**src/rtl/mc_control_pkg.sv**
```systemverilog
// Shared encodings for the multi-cycle MIPS control FSM: opcodes, datapath
// select encodings and the state enumeration.
package mc_control_pkg;

    localparam logic [5:0] OP_RTYPE = 6'b000000;
    localparam logic [5:0] OP_LW    = 6'b100011;
    localparam logic [5:0] OP_SW    = 6'b101011;
    localparam logic [5:0] OP_BEQ   = 6'b000100;
    localparam logic [5:0] OP_J     = 6'b000010;
    localparam logic [5:0] OP_ADDI  = 6'b001000;

    localparam logic [1:0] ALUOP_ADD   = 2'b00;
    localparam logic [1:0] ALUOP_SUB   = 2'b01;
    localparam logic [1:0] ALUOP_FUNCT = 2'b10;

    localparam logic [1:0] SRCB_RT      = 2'b00;
    localparam logic [1:0] SRCB_FOUR    = 2'b01;
    localparam logic [1:0] SRCB_IMM     = 2'b10;
    localparam logic [1:0] SRCB_IMM_SH2 = 2'b11;

    localparam logic [1:0] PCSRC_ALU    = 2'b00;
    localparam logic [1:0] PCSRC_ALUOUT = 2'b01;
    localparam logic [1:0] PCSRC_JUMP   = 2'b10;

    typedef enum logic [3:0] {
        ST_FETCH    = 4'd0,
        ST_DECODE   = 4'd1,
        ST_MEMADDR  = 4'd2,
        ST_MEMRD    = 4'd3,
        ST_MEMWB    = 4'd4,
        ST_MEMWR    = 4'd5,
        ST_EXEC     = 4'd6,
        ST_RTYPE_WB = 4'd7,
        ST_BRANCH   = 4'd8,
        ST_JUMP     = 4'd9,
        ST_ADDI_EX  = 4'd10,
        ST_ADDI_WB  = 4'd11,
        ST_TRAP     = 4'd15
    } state_e;

endpackage

```
**src/rtl/mc_control.sv**
```systemverilog
// Multi-cycle control FSM for the MIPS datapath. Moore outputs decoded from
// the current state; FETCH additionally gates IRWrite/PCWrite on mem_ready.
//
// state    | meaning
// ---------+---------------------------------------------------------
// FETCH    | read instruction at PC, PC+4 -> PC when memory is ready
// DECODE   | read registers, branch target -> ALUOut, dispatch on opcode
// MEMADDR  | rs + signext(imm) -> ALUOut for load/store
// MEMRD    | read data memory at ALUOut, wait for mem_ready
// MEMWB    | MDR -> rt
// MEMWR    | write data memory at ALUOut, wait for mem_ready
// EXEC     | R-type ALU operation on rs, rt
// RTYPE_WB | ALUOut -> rd
// BRANCH   | compare rs/rt, load branch target when equal
// JUMP     | load jump target into PC
// ADDI_EX  | rs + signext(imm)
// ADDI_WB  | ALUOut -> rt
// TRAP     | illegal opcode, parked until reset
module mc_control
    import mc_control_pkg::*;
#(
    parameter int CNT_W = 32
) (
    input  logic             clk,
    input  logic             rst,
    input  logic [5:0]       opcode,
    input  logic             mem_ready,
    output logic             PCWrite,
    output logic             PCWriteCond,
    output logic             IorD,
    output logic             MemRead,
    output logic             MemWrite,
    output logic             IRWrite,
    output logic             MemtoReg,
    output logic             RegDst,
    output logic             RegWrite,
    output logic             ALUSrcA,
    output logic [1:0]       ALUSrcB,
    output logic [1:0]       ALUOp,
    output logic [1:0]       PCSource,
    output logic [3:0]       state,
    output logic             illegal,
    output logic [CNT_W-1:0] instr_count
);

    state_e           state_q, state_d;
    logic             illegal_q, illegal_d;
    logic [CNT_W-1:0] count_q, count_d;
    logic             retire;

    // Next-state selection, retire detection and sticky trap flag.
    always_comb begin
        state_d = state_q;
        unique case (state_q)
            ST_FETCH:    if (mem_ready) state_d = ST_DECODE;
            ST_DECODE: begin
                unique case (opcode)
                    OP_LW, OP_SW: state_d = ST_MEMADDR;
                    OP_RTYPE:     state_d = ST_EXEC;
                    OP_BEQ:       state_d = ST_BRANCH;
                    OP_J:         state_d = ST_JUMP;
                    OP_ADDI:      state_d = ST_ADDI_EX;
                    default:      state_d = ST_TRAP;
                endcase
            end
            ST_MEMADDR:  state_d = (opcode == OP_SW) ? ST_MEMWR : ST_MEMRD;
            ST_MEMRD:    if (mem_ready) state_d = ST_MEMWB;
            ST_MEMWB:    state_d = ST_FETCH;
            ST_MEMWR:    if (mem_ready) state_d = ST_FETCH;
            ST_EXEC:     state_d = ST_RTYPE_WB;
            ST_RTYPE_WB: state_d = ST_FETCH;
            ST_BRANCH:   state_d = ST_FETCH;
            ST_JUMP:     state_d = ST_FETCH;
            ST_ADDI_EX:  state_d = ST_ADDI_WB;
            ST_ADDI_WB:  state_d = ST_FETCH;
            ST_TRAP:     state_d = ST_TRAP;
            default:     state_d = ST_FETCH;
        endcase

        retire    = (state_d == ST_FETCH) && (state_q != ST_FETCH) && (state_q != ST_TRAP);
        count_d   = retire ? count_q + CNT_W'(1) : count_q;
        illegal_d = illegal_q | ((state_q == ST_DECODE) && (state_d == ST_TRAP));
    end

    // Datapath controls from the current state; reset forces everything low.
    always_comb begin
        PCWrite     = 1'b0;
        PCWriteCond = 1'b0;
        IorD        = 1'b0;
        MemRead     = 1'b0;
        MemWrite    = 1'b0;
        IRWrite     = 1'b0;
        MemtoReg    = 1'b0;
        RegDst      = 1'b0;
        RegWrite    = 1'b0;
        ALUSrcA     = 1'b0;
        ALUSrcB     = SRCB_RT;
        ALUOp       = ALUOP_ADD;
        PCSource    = PCSRC_ALU;
        if (!rst) begin
            unique case (state_q)
                ST_FETCH: begin
                    MemRead = 1'b1;
                    ALUSrcB = SRCB_FOUR;
                    IRWrite = mem_ready;
                    PCWrite = mem_ready;
                end
                ST_DECODE:  ALUSrcB = SRCB_IMM_SH2;
                ST_MEMADDR: begin
                    ALUSrcA = 1'b1;
                    ALUSrcB = SRCB_IMM;
                end
                ST_MEMRD: begin
                    MemRead = 1'b1;
                    IorD    = 1'b1;
                end
                ST_MEMWB: begin
                    RegWrite = 1'b1;
                    MemtoReg = 1'b1;
                end
                ST_MEMWR: begin
                    MemWrite = 1'b1;
                    IorD     = 1'b1;
                end
                ST_EXEC: begin
                    ALUSrcA = 1'b1;
                    ALUOp   = ALUOP_FUNCT;
                end
                ST_RTYPE_WB: begin
                    RegWrite = 1'b1;
                    RegDst   = 1'b1;
                end
                ST_BRANCH: begin
                    ALUSrcA     = 1'b1;
                    ALUOp       = ALUOP_SUB;
                    PCWriteCond = 1'b1;
                    PCSource    = PCSRC_ALUOUT;
                end
                ST_JUMP: begin
                    PCWrite  = 1'b1;
                    PCSource = PCSRC_JUMP;
                end
                ST_ADDI_EX: begin
                    ALUSrcA = 1'b1;
                    ALUSrcB = SRCB_IMM;
                end
                ST_ADDI_WB: RegWrite = 1'b1;
                default: ;
            endcase
        end
    end

    // State, sticky illegal flag and retired-instruction counter.
    always_ff @(posedge clk) begin
        if (rst) begin
            state_q   <= ST_FETCH;
            illegal_q <= 1'b0;
            count_q   <= '0;
        end else begin
            state_q   <= state_d;
            illegal_q <= illegal_d;
            count_q   <= count_d;
        end
    end

    assign state       = state_q;
    assign illegal     = illegal_q;
    assign instr_count = count_q;

endmodule

```
**config.mk**
```make
export PLATFORM = sky130hd
export DESIGN_NAME = mc_control
export DESIGN_NICKNAME = d
export VERILOG_FILES = /design/src/rtl/mc_control_pkg.sv /design/src/rtl/mc_control.sv
export SDC_FILE = /design/constraint.sdc
export NUM_CORES = 1
export LEC_CHECK = 0
export CORE_MARGIN = 5
export CORE_UTILIZATION = 52
export DETAILED_ROUTE_END_ITERATION = 10
export PLACE_DENSITY = 0.95
export SLEW_MARGIN = 20
export SYNTH_ARGS = -nofsm -noshare
export SYNTH_HDL_FRONTEND = slang
export SYNTH_SLANG_ARGS = --single-unit
export TNS_END_PERCENT = 10
```
**constraint.sdc**
```tcl
create_clock -name clk -period 7.3 [get_ports clk]
set_input_delay 1.46 -clock clk [delete_from_list [all_inputs] [get_ports clk]]
set_output_delay 1.46 -clock clk [all_outputs]
set_load 0.05 [all_outputs]
```
Yosys cells after proc, flatten, opt, wreduce, memory -nomap -nowiden
Index checks and enable logic that the tools add are counted.
W data, S select, Z words.
{ "op_classes": {"n_addsub": 1, "mul": 0, "div_mod_pow": 0, "order_cmp": 0, "n_eq_ne": 19, "n_shift": 0, "n_mux": 32, "bitwise_logic": 1, "reduce_logical": 13} }
{ "ops": {"columns": ["op", "n"], "rows": [
  ["$add A32 B1 Y32 const B", 1],
  ["$pmux W4 S8", 1],
  ["$eq A4 B4 Y1 const B", 6],
  ["$pmux W4 S5", 1],
  ["$mux W1", 19],
  ["$eq A4 B3 Y1 const B", 4],
  ["$eq A6 B6 Y1 const B", 2],
  ["$mux W4", 3],
  ["$eq A4 B2 Y1 const B", 2],
  ["$logic_not A4 Y1", 2],
  ["$pmux W2 S2", 2],
  ["$reduce_or A2 Y1", 4],
  ["$eq A6 B2 Y1 const B", 1],
  ["$eq A6 B3 Y1 const B", 1],
  ["$eq A6 B4 Y1 const B", 1],
  ["$logic_not A6 Y1", 1],
  ["$mux W2", 3],
  ["$pmux W2 S3", 1],
  ["$eq A4 B1 Y1 const B", 1],
  ["$ne A4 B4 Y1 const B", 1],
  ["$reduce_bool A4 Y1", 1],
  ["$reduce_or A4 Y1", 1],
  ["$logic_and A1 B1 Y1", 3],
  ["$mux W3", 1],
  ["other kinds (3)", 3]
]} }
{ "word_totals": {"register_bits": 37, "latch_bits": 0, "ramBits": 0, "mem_bits_ro": 0, "word_cells": 69, "mem_count": 0} }

Depth between registers and ports, before layout
Gate-level depths: netlist (run 1).
{ "depth": {"depth_word": 7, "ltp_mapped": 9, "ltp_nobuf": 6} }

Worst setup path after synthesis (run 1)
No wires, ideal clock.
{ "synth_timing": {"path_kind": "in2out", "startpoint": "input rst", "endpoint": "output IorD", "arrival_ns": 3.297, "required_time_ns": 5.840, "slack_ns": 2.543, "path_stages": 2, "path_buffers": 1, "cell_sequence": "clkbuf_1 -> nor4b_1"} }
{ "synth_via": {"elab_chain_len": 1} }
{ "synth_rtl": {"columns": ["item", "line", "text"], "rows": [
  ["start: declaration", "mc_control.sv:25", "input logic rst,"],
  ["$mux W1", "mc_control.sv:100", "if (!rst) begin"],
  ["end: declaration", "mc_control.sv:30", "output logic IorD,"]
]} }
No other way between the ends.

Final worst setup path (run 1)
{ "layout_timing": {"startpoint": "input rst", "endpoint": "output PCWrite"} }
{ "layout_via": {"elab_chain_len": 1} }
{ "layout_rtl": {"columns": ["item", "line", "text"], "rows": [
  ["$mux W1", "mc_control.sv:100", null],
  ["end: declaration", "mc_control.sv:28", "output logic PCWrite,"]
]} }
No other way between the ends.

==> results.json, run 1 <==
{
  "dieHeight_um": 76.34,
  "finalMaxSlewViolations": 0,
  "cts-buffers-inserted": 5,
  "place_hpwl_mm": 4.478,
  "antenna_cells": 0,
  "clkTransAtPathRegs_ns": 0.07,
  "slew-limit-headroom_pct": 51.82,
  "hold_path_class": "reg -> reg",
  "pre_cts_ws_ns": 1.797,
  "portBuffers": 61,
  "setup.worst_path.end_class": "output pin",
  "ctsHoldBuffers": 0,
  "rows": 24,
  "syn_area_mm2": 0.002288,
  "yosysSeqAreaShare_pct": 32.37,
  "wire_per_inst_um": 15.48,
  "min_period_ns": 5.545,
  "cts_resized": 0,
  "r2r_slack_ns": 4.32,
  "cp_max_fo": 29,
  "status": "finished clean",
  "dr.pass1.iters": 5,
  "cap_violations": 0,
  "grt_setup_unrepaired": "no",
  "whs_ns": 0.4857,
  "crit_required_ns": 5.84,
  "synth-async-reset-ratio_pct": 0,
  "fin_nets": 359,
  "via_count": 2580,
  "crit_path_start_kind": "primary input",
  "powerDensity_mw_per_mm2": 290.2,
  "synth_top_cell_by_area": "dfxtp_1",
  "synth_common_cells": "a21oi_1, dfxtp_1, or4_1",
  "grt_pass1_vias": 2317,
  "cts.sinks": 37,
  "via_per_inst": 6.434,
  "cts.htree.levels": 2,
  "antenna_found_initial": 0,
  "clock_skew_ns": 0.004518,
  "netlist.area_leader.share_pct": 32.37,
  "tightest_slew_ns": 0.7205,
  "drc_errors": 0,
  "fp.dieArea_mm2": 0.005828,
  "synth_area_leaders": "dfxtp_1, or4_1, a21oi_1",
  "syn_avg_cell_area_um2": 7.603,
  "comb_power_share_pct": 52.4,
  "start_util_pct": 52.92,
  "cts_tree": "built",
  "drt_iter0_drc": 205,
  "fmax_mhz": 180.3,
  "setup_violations": 0,
  "overflow": 0,
  "leakage_nw": 0.8620,
  "post_cts_buffers": 0,
  "critPathKind": "in -> out",
  "synth_most_common_cell": "a21oi_1",
  "seqPwrFrac_pct": 30.5,
  "grt_usage_pct": 21.08,
  "clkLatencyLatePin_ns": 0.29,
  "final.period_utilization_pct": 75.96,
  "gp_congestion": 0.7797,
  "n_fill_cell": 351,
  "die_x_um": 76.34,
  "clkPwrFrac_pct": 17.1,
  "grt_max_degree": 49,
  "ys.flop_type": "dfxtp_1",
  "antenna_left": 0,
  "clockBufferDepth": 2,
  "synth_cells": 301,
  "synth_edf_count": 0,
  "synth-seq-cells": 37,
  "grt_pass1_wl_mm": 10.52,
  "drive_above_1_share_pct": 4.585,
  "areaGrowthSynthToFinish_pct": 29.25,
  "ir_drop_mv": 0.1417,
  "crit_arrival_ns": 4.09,
  "seqCellArea_um2": 740.7,
  "p_sw_share_pct": 50.36,
  "ys_types": 47,
  "power.internal_mw": 0.4260,
  "wirelength_mm": 6.209,
  "yosys_warnings": 0,
  "setup_slack_ns": 1.755,
  "hold_viol": 0,
  "cts-root-buf": "clkbuf_8",
  "core_area_mm2": 0.004324,
  "fin_tns_setup_ns": 0,
  "syn_nets": 311,
  "multi_input_area_mm2": 0.001410,
  "pin_count": 62,
  "p_switching_mw": 0.4323
}
-- per-stage QoR --
stage	instances	area (µm²)	power (mW)	utilization, %
2_1_floorplan	301	2288	0.5985	-
3_3_place_gp	394	2868	0.6986	66.32
3_5_place_dp	394	2868	0.7102	66.32
4_1_cts	401	2958	0.8563	68.40
5_1_grt	401	2958	0.9071	68.40
6_report	401	2958	0.8583	68.40
-- final cells by class --
type,count,share of cell area [%]
Clock inverter,1,0.2538
Inverter,7,0.8883
Timing Repair Buffer,63,21.15
Clock buffer,6,2.792
Sequential cell,37,25.04
Multi-Input combinational cell,235,47.67
Tap cell,52,2.200
-- sequential cells by signal, summed over array words and instances (netlist names) --
name         flops
instr_count     32
illegal          1
state            4
-- critical path, cell delays in order --
cell,delay (ns)
clkdlybuf4s50_1,0.93
buf_4,0.42
nor2_1,0.07
nand2_1,0.13
nor2_1,0.07
or2_2,0.29
clkdlybuf4s50_1,0.70
-- worst paths after layout --
path,startpoint,to,cells after the start
worst max-delay path,rst,PCWrite,7
worst min register to register,illegal,illegal,2
worst min-delay path,illegal,illegal,2
worst max register to register,state[0],instr_count[20],6
-- power groups by stage --
stage	sequential (mW)	combinational [mW]	clock (mW)
floorplan	0.281	0.318	0
global placement	0.264	0.435	0
detailed placement	0.265	0.445	0
CTS	0.261	0.446	0.149
global route	0.268	0.481	0.159
finish	0.262	0.450	0.147
-- logic make-up after synthesis --
kind of cell	share of synthesized area, %
AOI/OAI and AO/OA	23.07
muxes	0.4920
adders and majority gates	0.5467
xor gates and xnor gates	1.914
DFF	32.37
and+or+nand+nor	35.59
buffers and inverters	6.014
-- per-layer routing --
layer / part of all wire (%) / GRT usage, %
met3: 6.3 / 4.374
met2: 49 / 34.93
met4: 2.1 / 9.091
met1: 43 / 26.25
met5: 0 / 0
-- cells in the final DEF (no fill, tap or decap), types with 6 or more instances in the layout --
| master | count |
|---|---|
| clkdlybuf4s50_1 | 61 |
| inv_1 | 7 |
| dfxtp_1 | 37 |
| nor2_1 | 24 |
| nand3_1 | 17 |
| a21oi_1 | 38 |
| o31ai_1 | 25 |
| nor3_1 | 12 |
| or4_1 | 27 |
| nand4_1 | 9 |
| clkbuf_8 | 6 |
| nand2_1 | 23 |
Power figures use the tool's default switching activity.
==> run 2: changes to the inputs <==
--- a/config.mk
+++ b/config.mk
@@ -6,9 +6,9 @@
 export NUM_CORES = 1
 export LEC_CHECK = 0
 export CORE_MARGIN = 5
-export CORE_UTILIZATION = 52
+export CORE_UTILIZATION = 48
 export DETAILED_ROUTE_END_ITERATION = 10
-export PLACE_DENSITY = 0.95
+export PLACE_DENSITY = 0.92
 export SLEW_MARGIN = 20
 export SYNTH_ARGS = -nofsm -noshare
 export SYNTH_HDL_FRONTEND = slang
==> constraint.sdc (replaced) <==
create_clock -name clk -period 5.7 [get_ports clk]
set_input_delay 1.14 -clock clk [delete_from_list [all_inputs] [get_ports clk]]
set_output_delay 1.14 -clock clk [all_outputs]
set_load 0.05 [all_outputs]
==> run 2 against run 1 <==
Total power increased by 27%. First-iteration DRC count up 5.9%. Worst hold slack lost 0.0065 ns. Critical path depth stayed put. Worst setup slack worse by 0.58 ns. Sequential share of layout area up 0.064 points. Utilization is 5.1 points lower. Global-route usage down 0.77 points. Routed wire length up 2.2%. Combinational power grew 28%. Critical path type unchanged.
==> results.json, run 2 (synthesis results as in run 1) <==
{
  "core_area_mm2": 0.004661,
  "setup.worst_path.end_class": "output pin",
  "ir_drop_mv": 0.1937,
  "setup_violations": 0,
  "crit_path_start_kind": "primary input",
  "slew-limit-headroom_pct": 56.22,
  "leakage_nw": 0.8583,
  "clock_skew_ns": 0.004697,
  "clkPwrFrac_pct": 16.0,
  "min_path_cells": 2,
  "comb_power_share_pct": 53.1,
  "r2r_start": "state[0]",
  "cts-root-buf": "clkbuf_8",
  "areaGrowthSynthToFinish_pct": 28.92,
  "finalInstanceArea_mm2": 0.002950,
  "grt_max_degree": 49,
  "cts-buffers-inserted": 5,
  "antenna_left": 0,
  "final.period_utilization_pct": 79.37,
  "finalMaxSlewViolations": 0,
  "final_cell_mix": "clkdlybuf4s50_1, a21oi_1, dfxtp_1",
  "reg2reg_depth": 6,
  "hold_end": "illegal",
  "via_count": 2523,
  "seqPwrFrac_pct": 30.9,
  "place_hpwl_mm": 4.480,
  "portBuffers": 61,
  "critPathKind": "in -> out",
  "start_util_pct": 49.10,
  "cts_resized": 0,
  "final_common_cell": "clkdlybuf4s50_1",
  "powerDensity_mw_per_mm2": 368.2,
  "antenna_cells": 0,
  "clkTransAtPathRegs_ns": 0.07,
  "dieHeight_um": 79.05,
  "die_x_um": 79.05,
  "antenna_found_initial": 0,
  "drc_errors": 0,
  "hold_viol": 0,
  "min_from": "illegal",
  "p_switching_mw": 0.5493,
  "min_period_ns": 4.524,
  "n_fill_cell": 401,
  "gp_congestion": 0.8296,
  "critPathLaunch": "rst",
  "grt_setup_unrepaired": "no",
  "clockBufferDepth": 2,
  "clkLatencyLatePin_ns": 0.29,
  "largest_reg_flops": 32,
  "reg2reg_to": "instr_count[20]",
  "fin_tns_setup_ns": 0,
  "rows": 25,
  "ctsHoldBuffers": 0,
  "cts.htree.levels": 2,
  "fp.dieArea_mm2": 0.006248,
  "hold_path_class": "reg -> reg",
  "power.internal_mw": 0.5368,
  "p_sw_share_pct": 50.57,
  "crit_arrival_ns": 3.38,
  "cp_max_fo": 43,
  "wire_per_inst_um": 15.71,
  "pin_count": 62,
  "grt_pass1_wl_mm": 10.32,
  "dr.pass1.iters": 5,
  "crit_required_ns": 4.56,
  "fmax_mhz": 221.0,
  "overflow": 0,
  "status": "finished clean",
  "cts_tree": "built",
  "grt_usage_pct": 20.31,
  "grt_pass1_vias": 2246,
  "post_cts_buffers": 0,
  "r2r_slack_ns": 2.73,
  "fin_nets": 359,
  "cts.sinks": 37,
  "wirelength_mm": 6.346,
  "drt_iter0_drc": 217,
  "via_per_inst": 6.245,
  "place_area_mm2": 0.002870,
  "tightest_slew_ns": 0.6558,
  "cap_violations": 0,
  "drive_above_1_share_pct": 4.000
}
## run 2: critical path, stage by stage
cell             delay, ns
clkdlybuf4s50_1       0.54
buf_4                 0.42
nor2_1                0.07
nand2_1               0.13
nor2_1                0.08
or2_2                 0.30
clkdlybuf4s50_1       0.70
## run 2: how the worst max path moves through the flow
stage,to,slack (ns),cells past startpoint
2_1_floorplan,IorD,1.58,2
3_3_place_gp,PCWrite,1.22,7
3_5_place_dp,PCWrite,1.19,7
4_1_cts,PCWrite,1.18,7
5_1_grt,PCWrite,1.08,7
6_report,PCWrite,1.18,7
## run 2: per-layer routing
layer / track usage [%] / vias to the layer above / share of wire, %
li1: - / 1246 / -
met1: 25.58 / 1170 / 43
met2: 34.26 / 93 / 50
met3: 3.515 / 14 / 5.0
met4: 8.247 / 0 / 2.1
met5: 0 / - / 0
## run 2: cell type report
type / count / area [µm²] / area share (%)
clock buffers: 8 / 80.08 / 2.714
multi-input cells: 235 / 1410 / 47.79
flip-flops and latches: 37 / 740.7 / 25.11
repair buffers: 63 / 625.6 / 21.20
inverters: 7 / 26.28 / 0.8906
well taps: 54 / 67.56 / 2.290
## run 2: metrics by stage
step                hold WS (ns)  util [%]  setup slack, ns  cells  power, mW
floorplan                 0.6963         -            1.583    301     0.7666
global placement          0.4583     61.58            1.221    396     0.8952
detailed placement        0.4654     61.58            1.192    396     0.9107
CTS                       0.4843     63.30            1.183    404      1.082
global route              0.5034     63.30            1.079    404      1.152
finish                    0.4792     63.30            1.176    404      1.086
## run 2: power by group through the flow
stage / Combinational, mW / Clock [mW] / Sequential (mW)
floorplan: 0.407 / 0 / 0.360
global placement: 0.557 / 0 / 0.338
detailed placement: 0.571 / 0 / 0.340
CTS: 0.572 / 0.177 / 0.334
global route: 0.622 / 0.189 / 0.341
finish: 0.577 / 0.174 / 0.336
==> run 3: changes to the inputs <==
==> constraint.sdc (replaced) <==
create_clock -name clk -period 4.2 [get_ports clk]
set_input_delay 0.84 -clock clk [delete_from_list [all_inputs] [get_ports clk]]
set_output_delay 0.84 -clock clk [all_outputs]
set_load 0.05 [all_outputs]
==> run 3 against run 2 <==
Die area stayed put. Largest cell class unchanged. First-iteration DRC count up 34%. Clock power increased by 47%. Non-clock buffer count increased by 1. Largest power group unchanged. Sequential power increased by 36%. Critical path type unchanged. Worst hold slack got worse by 0.017 ns. Design area increased by 2.9%. Total power grew 38%.
==> results.json, run 3 (synthesis results as in run 1) <==
{
  "status": "finished clean",
  "antenna_cells": 0,
  "highest_layer": "met4",
  "crit_arrival_ns": 2.46,
  "final.period_utilization_pct": 78.54,
  "hold_viol": 0,
  "ctsHoldBuffers": 0,
  "antenna_left": 0,
  "drive_above_1_share_pct": 9.143,
  "wl_met1_mm": 2.849,
  "final_common_cell": "clkdlybuf4s50_1",
  "hold_path_class": "reg -> reg",
  "grt_pass1_vias": 2313,
  "seqPwrFrac_pct": 30.4,
  "min_path_cells": 2,
  "clock_skew_ns": 0.004822,
  "areaGrowthSynthToFinish_pct": 32.70,
  "dieHeight_um": 79.05,
  "via_per_inst": 6.468,
  "core_area_mm2": 0.004661,
  "fin_nets": 360,
  "drt_iter0_drc": 290,
  "cts-root-buf": "clkbuf_8",
  "setup_slack_ns": 0.9014,
  "cts.sinks": 37,
  "cts_resized": 0,
  "tightest_slew_ns": 0.6934,
  "setup_violations": 0,
  "antenna_found_initial": 0,
  "whs_ns": 0.4618,
  "largest_reg_flops": 32,
  "portBuffers": 61,
  "clkLatencyLatePin_ns": 0.30,
  "min_period_ns": 3.299,
  "fp.dieArea_mm2": 0.006248,
  "via_count": 2613,
  "cts-buffers-inserted": 5,
  "fin_tns_setup_ns": 0,
  "wire_per_inst_um": 16.23,
  "slew-limit-headroom_pct": 53.71,
  "power.internal_mw": 0.7495,
  "powerDensity_mw_per_mm2": 495.2,
  "reg2reg_depth": 6,
  "critPathKind": "in -> out",
  "cap_violations": 0,
  "grt_setup_unrepaired": "no",
  "post_cts_buffers": 0,
  "start_util_pct": 49.10,
  "clockBufferDepth": 2,
  "cts.htree.levels": 2,
  "cp_max_fo": 29,
  "p_switching_mw": 0.7543,
  "overflow": 0,
  "comb_power_share_pct": 52.6,
  "clkTransAtPathRegs_ns": 0.07,
  "final_cell_mix": "clkdlybuf4s50_1, a21oi_1, dfxtp_1",
  "grt_usage_pct": 21.14,
  "wirelength_mm": 6.557,
  "pre_cts_ws_ns": 0.6830,
  "gp_congestion": 0.8217,
  "die_x_um": 79.05,
  "wl_met3_um": 336,
  "pin_count": 62,
  "grt_max_degree": 49,
  "crit_required_ns": 3.36,
  "finalMaxSlewViolations": 0,
  "setup.worst_path.end_class": "output pin",
  "leakage_nw": 0.9225,
  "place_hpwl_mm": 4.688,
  "p_sw_share_pct": 50.16,
  "ir_drop_mv": 0.4712,
  "power.total_mw": 1.504,
  "wl_met2_mm": 3.280,
  "cts_tree": "built",
  "clkPwrFrac_pct": 17.0,
  "grt_pass1_wl_mm": 10.77,
  "dr.pass1.iters": 5,
  "crit_path_start_kind": "primary input",
  "drc_errors": 0,
  "fmax_mhz": 303.2,
  "rows": 25
}
run 3: cell count changes in the layout (fill, tap and decap cells not counted):
| cell | previous run | this run |
|---|---|---|
| buf_12 | 0 | 9 |
| buf_4 | 2 | 10 |
| clkbuf_1 | 3 | 1 |
| clkbuf_8 | 5 | 6 |
| clkdlybuf4s50_1 | 61 | 45 |
run 3: path summary, 6_finish.rpt:
path	startpoint	endpoint	slack, ns
min	illegal	illegal	0.46
max	rst	PCSource[0]	0.90
min reg2reg	illegal	illegal	0.46
max reg2reg	state[0]	instr_count[22]	1.16
run 3: worst max-delay path, cell delays in order:
cell	delay, ns
clkdlybuf4s50_1	0.42
buf_4	0.24
nor2_1	0.12
nand2_1	0.10
nor3_1	0.53
buf_12	0.22
run 3: cell type report:
class	instances	area [µm²]
timing repair buffer	64	705.7
sequential	37	740.7
inverter	7	26.28
clock buffer	7	86.33
multi-input combinational	235	1410
tap	54	67.56
fill	387	1624
run 3: power by group through the flow:
stage | clock network [mW] | logic (mW) | registers, mW
4_1_cts | 0.259 | 0.786 | 0.453
3_3_place_gp | 0 | 0.772 | 0.460
2_1_floorplan | 0 | 0.552 | 0.488
5_1_grt | 0.271 | 0.856 | 0.466
3_5_place_dp | 0 | 0.786 | 0.460
6_report | 0.256 | 0.791 | 0.457
run 3: per-stage QoR:
stage	utilization [%]	instance area (µm²)	instances
after floorplan	-	2288	301
after global placement	63.30	2950	397
after detailed placement	63.30	2950	397
after CTS	65.15	3037	404
after global routing	65.15	3037	404
final	65.15	3037	404
run 3: routing by layer:
metal	GRT usage, %	up-vias
met4	6.701	0
met2	35.94	103
met1	27.46	1248
met5	0	-
li1	-	1252
met3	3.175	10
